**src/rtl/repl_pkg.sv**
```systemverilog
// repl_pkg: replacement policy modes and maximal-length LFSR tap masks
package repl_pkg;
  typedef enum logic [1:0] {
    REPL_RAND = 2'd0,
    REPL_NMRU = 2'd1,
    REPL_PLRU = 2'd2
  } repl_mode_e;
  // Bit i of the mask set means state[i] feeds the XOR; widths outside 4..16 fall back to 16
  function automatic logic [15:0] lfsr_taps(input int width);
    return width == 4  ? 16'h000C :
           width == 5  ? 16'h0014 :
           width == 6  ? 16'h0030 :
           width == 7  ? 16'h0060 :
           width == 8  ? 16'h00B8 :
           width == 9  ? 16'h0110 :
           width == 10 ? 16'h0240 :
           width == 11 ? 16'h0500 :
           width == 12 ? 16'h0829 :
           width == 13 ? 16'h100D :
           width == 14 ? 16'h2015 :
           width == 15 ? 16'h6000 : 16'hD008;
  endfunction
endpackage

```
**src/rtl/galois_free_lfsr.sv**
```systemverilog
// galois_free_lfsr: Fibonacci shift-left LFSR with seed load; a zero seed loads 1
module galois_free_lfsr
  import repl_pkg::*;
#(
  parameter int WIDTH = 8
) (
  input  logic             clock,
  input  logic             reset,
  input  logic             enable,
  input  logic             load,
  input  logic [WIDTH-1:0] seed,
  output logic [WIDTH-1:0] state
);
  localparam logic [15:0] TAPS = lfsr_taps(WIDTH);
  always_ff @(posedge clock or posedge reset) begin
    if (reset) state <= WIDTH'(1);
    else if (load) state <= seed == '0 ? WIDTH'(1) : seed;
    else if (enable) state <= {state[WIDTH-2:0], ^(state & TAPS[WIDTH-1:0])};
  end
endmodule

```
**src/rtl/repl_way_select.sv**
```systemverilog
// repl_way_select: per-set victim way selection (random, not-MRU, tree pseudo-LRU)
module repl_way_select
  import repl_pkg::*;
#(
  parameter int NUM_WAYS = 4,
  parameter int NUM_SETS = 16,
  parameter int LFSR_BITS = 8,
  localparam int WAY_BITS = $clog2(NUM_WAYS),
  localparam int SET_BITS = $clog2(NUM_SETS)
) (
  input  logic                 clock,
  input  logic                 reset,
  input  logic [1:0]           mode,
  input  logic                 access_valid,
  input  logic [SET_BITS-1:0]  access_set,
  input  logic [WAY_BITS-1:0]  access_way,
  input  logic                 query_valid,
  input  logic [SET_BITS-1:0]  query_set,
  input  logic [NUM_WAYS-1:0]  way_valid,
  input  logic                 seed_load,
  input  logic [LFSR_BITS-1:0] seed,
  output logic                 victim_valid,
  output logic [WAY_BITS-1:0]  victim_way
);
  logic [LFSR_BITS-1:0] lfsr;
  logic [WAY_BITS-1:0]  mru [NUM_SETS];
  logic [NUM_WAYS-2:0]  plru [NUM_SETS];
  logic [WAY_BITS-1:0]  rand_way, nmru_way, plru_way, invalid_way, pick;
  logic                 unused_lfsr;
  // Tree nodes are heap-ordered: node n has children 2n+1 (lower ways) and 2n+2
  function automatic logic [WAY_BITS-1:0] plru_pick(input logic [NUM_WAYS-2:0] tree);
    logic [WAY_BITS-1:0] node, way;
    node = '0;
    way = '0;
    for (int l = 0; l < WAY_BITS; l++) begin
      way = (way << 1) | WAY_BITS'(tree[node]);
      node = (node << 1) + WAY_BITS'(1) + WAY_BITS'(tree[node]);
    end
    return way;
  endfunction
  function automatic logic [NUM_WAYS-2:0] plru_touch(input logic [NUM_WAYS-2:0] tree,
                                                     input logic [WAY_BITS-1:0] way);
    logic [WAY_BITS-1:0] node, path;
    logic b;
    node = '0;
    path = way;
    for (int l = 0; l < WAY_BITS; l++) begin
      b = path[WAY_BITS-1];
      tree[node] = ~b;
      node = (node << 1) + WAY_BITS'(1) + WAY_BITS'(b);
      path = path << 1;
    end
    return tree;
  endfunction
  galois_free_lfsr #(.WIDTH(LFSR_BITS)) u_lfsr (
    .clock (clock),
    .reset (reset),
    .enable(query_valid),
    .load  (seed_load),
    .seed  (seed),
    .state (lfsr)
  );
  assign unused_lfsr = ^lfsr[LFSR_BITS-1:WAY_BITS];
  always_comb begin
    invalid_way = '0;
    for (int i = NUM_WAYS - 1; i >= 0; i--)
      if (!way_valid[i]) invalid_way = WAY_BITS'(i);
  end
  // Reserved mode 3 falls through to random
  always_comb begin
    rand_way = lfsr[WAY_BITS-1:0];
    nmru_way = rand_way != mru[query_set] ? rand_way : mru[query_set] + WAY_BITS'(1);
    plru_way = plru_pick(plru[query_set]);
    pick = ~&way_valid ? invalid_way :
           mode == REPL_NMRU ? nmru_way :
           mode == REPL_PLRU ? plru_way : rand_way;
  end
  always_ff @(posedge clock or posedge reset) begin
    if (reset) begin
      victim_valid <= 1'b0;
      victim_way <= '0;
      for (int s = 0; s < NUM_SETS; s++) begin
        mru[s] <= '0;
        plru[s] <= '0;
      end
    end else begin
      victim_valid <= query_valid;
      if (query_valid) victim_way <= pick;
      if (access_valid) begin
        mru[access_set] <= access_way;
        plru[access_set] <= plru_touch(plru[access_set], access_way);
      end
    end
  end
endmodule

```
**config.mk**
```make
export PLATFORM = sky130hd
export DESIGN_NAME = repl_way_select
export DESIGN_NICKNAME = d
export VERILOG_FILES = /design/src/rtl/repl_pkg.sv /design/src/rtl/galois_free_lfsr.sv /design/src/rtl/repl_way_select.sv
export SDC_FILE = /design/constraint.sdc
export NUM_CORES = 1
export LEC_CHECK = 0
export CAP_MARGIN = 20
export CELL_PAD_IN_SITES_DETAIL_PLACEMENT = 1
export CELL_PAD_IN_SITES_GLOBAL_PLACEMENT = 2
export CORE_MARGIN = 3
export CORE_UTILIZATION = 42
export CTS_BUF_LIST = sky130_fd_sc_hd__clkbuf_8
export DETAILED_ROUTE_END_ITERATION = 8
export PLACE_DENSITY = 0.92
export SYNTH_ARGS = -nofsm -noshare
export SYNTH_HDL_FRONTEND = slang
export SYNTH_SLANG_ARGS = --single-unit
```
**constraint.sdc**
```tcl
create_clock -name clock -period 2.85 [get_ports clock]
set_input_delay 0.285 -clock clock [delete_from_list [all_inputs] [get_ports clock]]
set_output_delay 0.285 -clock clock [all_outputs]
set_load 0.02 [all_outputs]
```
==> out/metrics.yaml <==
grt_pass1_vias: 3687
finalSetupViolations: 0
rows: 38
diodes: 0
p_clk_share_pct: 25.5
nFillCells: 1182
synth_area_leaders: "dfrtp_1 47%, mux4_2 9.0%, mux2_2 8.0%"
grt_pass1_wl_um: 20550
overflow: 0
r2r-start: "plru[43]"
synth_nets: 441
path_delay_family: "multiplexers"
rsz0062_at_grt: "no"
p_leak_nw: 2.284
power_frac_comb_pct: 24.9
wl_per_cell_um: 21.24
synth_edf_count: 0
arrival_ps: 2690
synthArstFlopShare_pct: 100.0
power_switching_mw: 1.131
grt_antenna_before_repair: 0
multi_input_area_mm2: 0.002307
power.density_mw_per_mm2: 665.9
finalCritPeriodShare_pct: 86.52
fin_util_pct: 50.16
ys.warnings.count: 0
grt_max_degree: 41
synth.distinct_cells: 50
slew_violations: 0
crit_path_start_kind: "input pin"
crit_slowest_cell: "mux4_1"
post_cts_resize_count: 0
status: "finished, final reports clean"
yosysSeqAreaShare_pct: 47.83
htreeDepth: 3
ff_latch_area_mm2: 0.002278
dr.pass1.iters: 5
final_common_cell: "dfrtp_1"
crit_path_max_fanout: 16
cts_root_buf: "clkbuf_8"
ios: 32
slew_headroom_pct: 41.48
dp_hpwl_um: 9182
ys_ff_latch: 91
netlist_instances: 412
swShare_pct: 30.83
wl_um: 12600
fmax_mhz: 405.6
vias_per_cell: 5.852
syn-cell-area_mm2: 0.004763
gp_congestion: 0.8296
synth_area_per_cell_um2: 11.56
coreArea_mm2: 0.01098
path_clk_slew_ps: 100
layout_common_cells: "90 x dfrtp_1, 48 x nor2_1, 38 x a21oi_1"
p_seq_share_pct: 49.5
numCtsBuffers: 9
cp.required_ps: 3070
die_h_um: 112.5
cts_num_sinks: 91
drt-initial-drc-count: 217
drc: 0
synth_ff_type: "dfrtp_1"
crit_type: "in -> reg"
hold_viol_final: 0
fin_skew_ps: 10.51
cp.buffers_inverters: 2
yosys.area.top_type: "dfrtp_1"
max_stage_delay_ps: 590
post-route-min-period_ps: 2466
fin_hold_ws_ps: 328.9
fp.dieW_um: 112.5
vias: 3470
ir_drop_mv: 0.3047
syn2layout_area_growth_pct: 15.66
maxCapViolations: 0
tns_ps: 0
worstPathCellList: "clkdlybuf4s50_1, buf_4, mux4_1, mux4_2, a21oi_4, a21oi_1"
clockBufferDepth: 2
start_util_pct: 43.37
drive_gt1_share_pct: 22.30
finalNetCount: 477
cts_tree: "yes"
postCtsSetupBuffers: 0
critPathCaptureType: "register"
synth_top_area_share_pct: 47.28
holdBufCountCts: 0
clk_latency_ps: 370
worst_pin_slew_ps: 875.1
port_buffers: 31
cp-startpoint: "access_set[0]"
p_int_mw: 2.538
min-delay-path-class: "in -> async"
detail-route-antenna-nets: 0
grt_usage_pct: 21.07
fp.dieArea_mm2: 0.01266
layout make-up:
cell class	count	area share [%]
Tap cell	140	3.180
Timing Repair Buffer	54	9.221
Clock buffer	11	2.748
Multi-Input combinational cell	285	41.88
Sequential cell	91	41.36
Clock inverter	5	1.113
Inverter	7	0.4997
per-layer routing:
metal | up-vias | global-route usage (%) | routed length [µm]
li1 | 1576 | - | -
met1 | 1787 | 27.67 | 5378
met2 | 86 | 34.53 | 6288
met3 | 21 | 3.450 | 534
met4 | 0 | 9.535 | 396
met5 | - | 0 | 0
logic make-up after synthesis:
group,synth area share (%)
muxes,26.53
DFF,47.83
AOI/OAI and AO/OA,9.719
buffers and inverters,3.730
and+or+nand+nor,11.27
xor gates and xnor gates,0.9195
state kept, by name, indices dropped and copies added (netlist names):
signal / cells
plru: 48
mru: 32
u_lfsr.state: 8
victim_way: 2
victim_valid: 1
stage by stage:
step | total power, mW | area [µm²] | worst slack (ps) | std cells
2_1_floorplan | 2.440 | 4763 | 203.0 | 412
6_report | 3.669 | 5509 | 384.3 | 593
3_3_place_gp | 2.665 | 5296 | 176.3 | 577
4_1_cts | 3.689 | 5509 | 400.2 | 593
5_1_grt | 3.874 | 5509 | 334.5 | 593
3_5_place_dp | 2.752 | 5296 | 23.79 | 577
power by group through the flow:
stage	sequential (mW)	clock, mW	combinational (mW)
3_5_place_dp	1.84	0	0.916
4_1_cts	1.82	0.946	0.928
2_1_floorplan	1.73	0	0.705
5_1_grt	1.85	1.01	1.01
6_report	1.82	0.936	0.915
3_3_place_gp	1.81	0	0.853
synthesized netlist by cell type (2+ instances only):
master,instances
or4_1,2
mux4_2,19
clkbuf_1,17
xnor2_1,3
mux2i_1,22
nor2_1,48
nand3b_1,2
xor2_1,2
inv_1,6
o21ai_0,24
buf_2,4
a41oi_1,2
mux2_2,34
nor2b_1,2
a21oi_1,38
dfrtp_1,90
mux4_1,8
nor3_1,9
o31ai_1,4
nand2_1,29
buf_6,3
buf_1,2
nand2b_1,7
o22ai_1,2
or3_1,2
nor4_1,2
nand3_1,5
o2111ai_1,2
worst paths after layout:
path	to	slack (ps)	depth (start not counted)
max	plru[4]	380	6
min	plru[44]	330	2
max reg2reg	plru[4]	580	4
min reg2reg	mru[26]	500	2
max in group asynchronous	mru[0]	1740	3
min in group clock	u_lfsr.state[5]	500	3
Power figures use the tool's default switching activity.
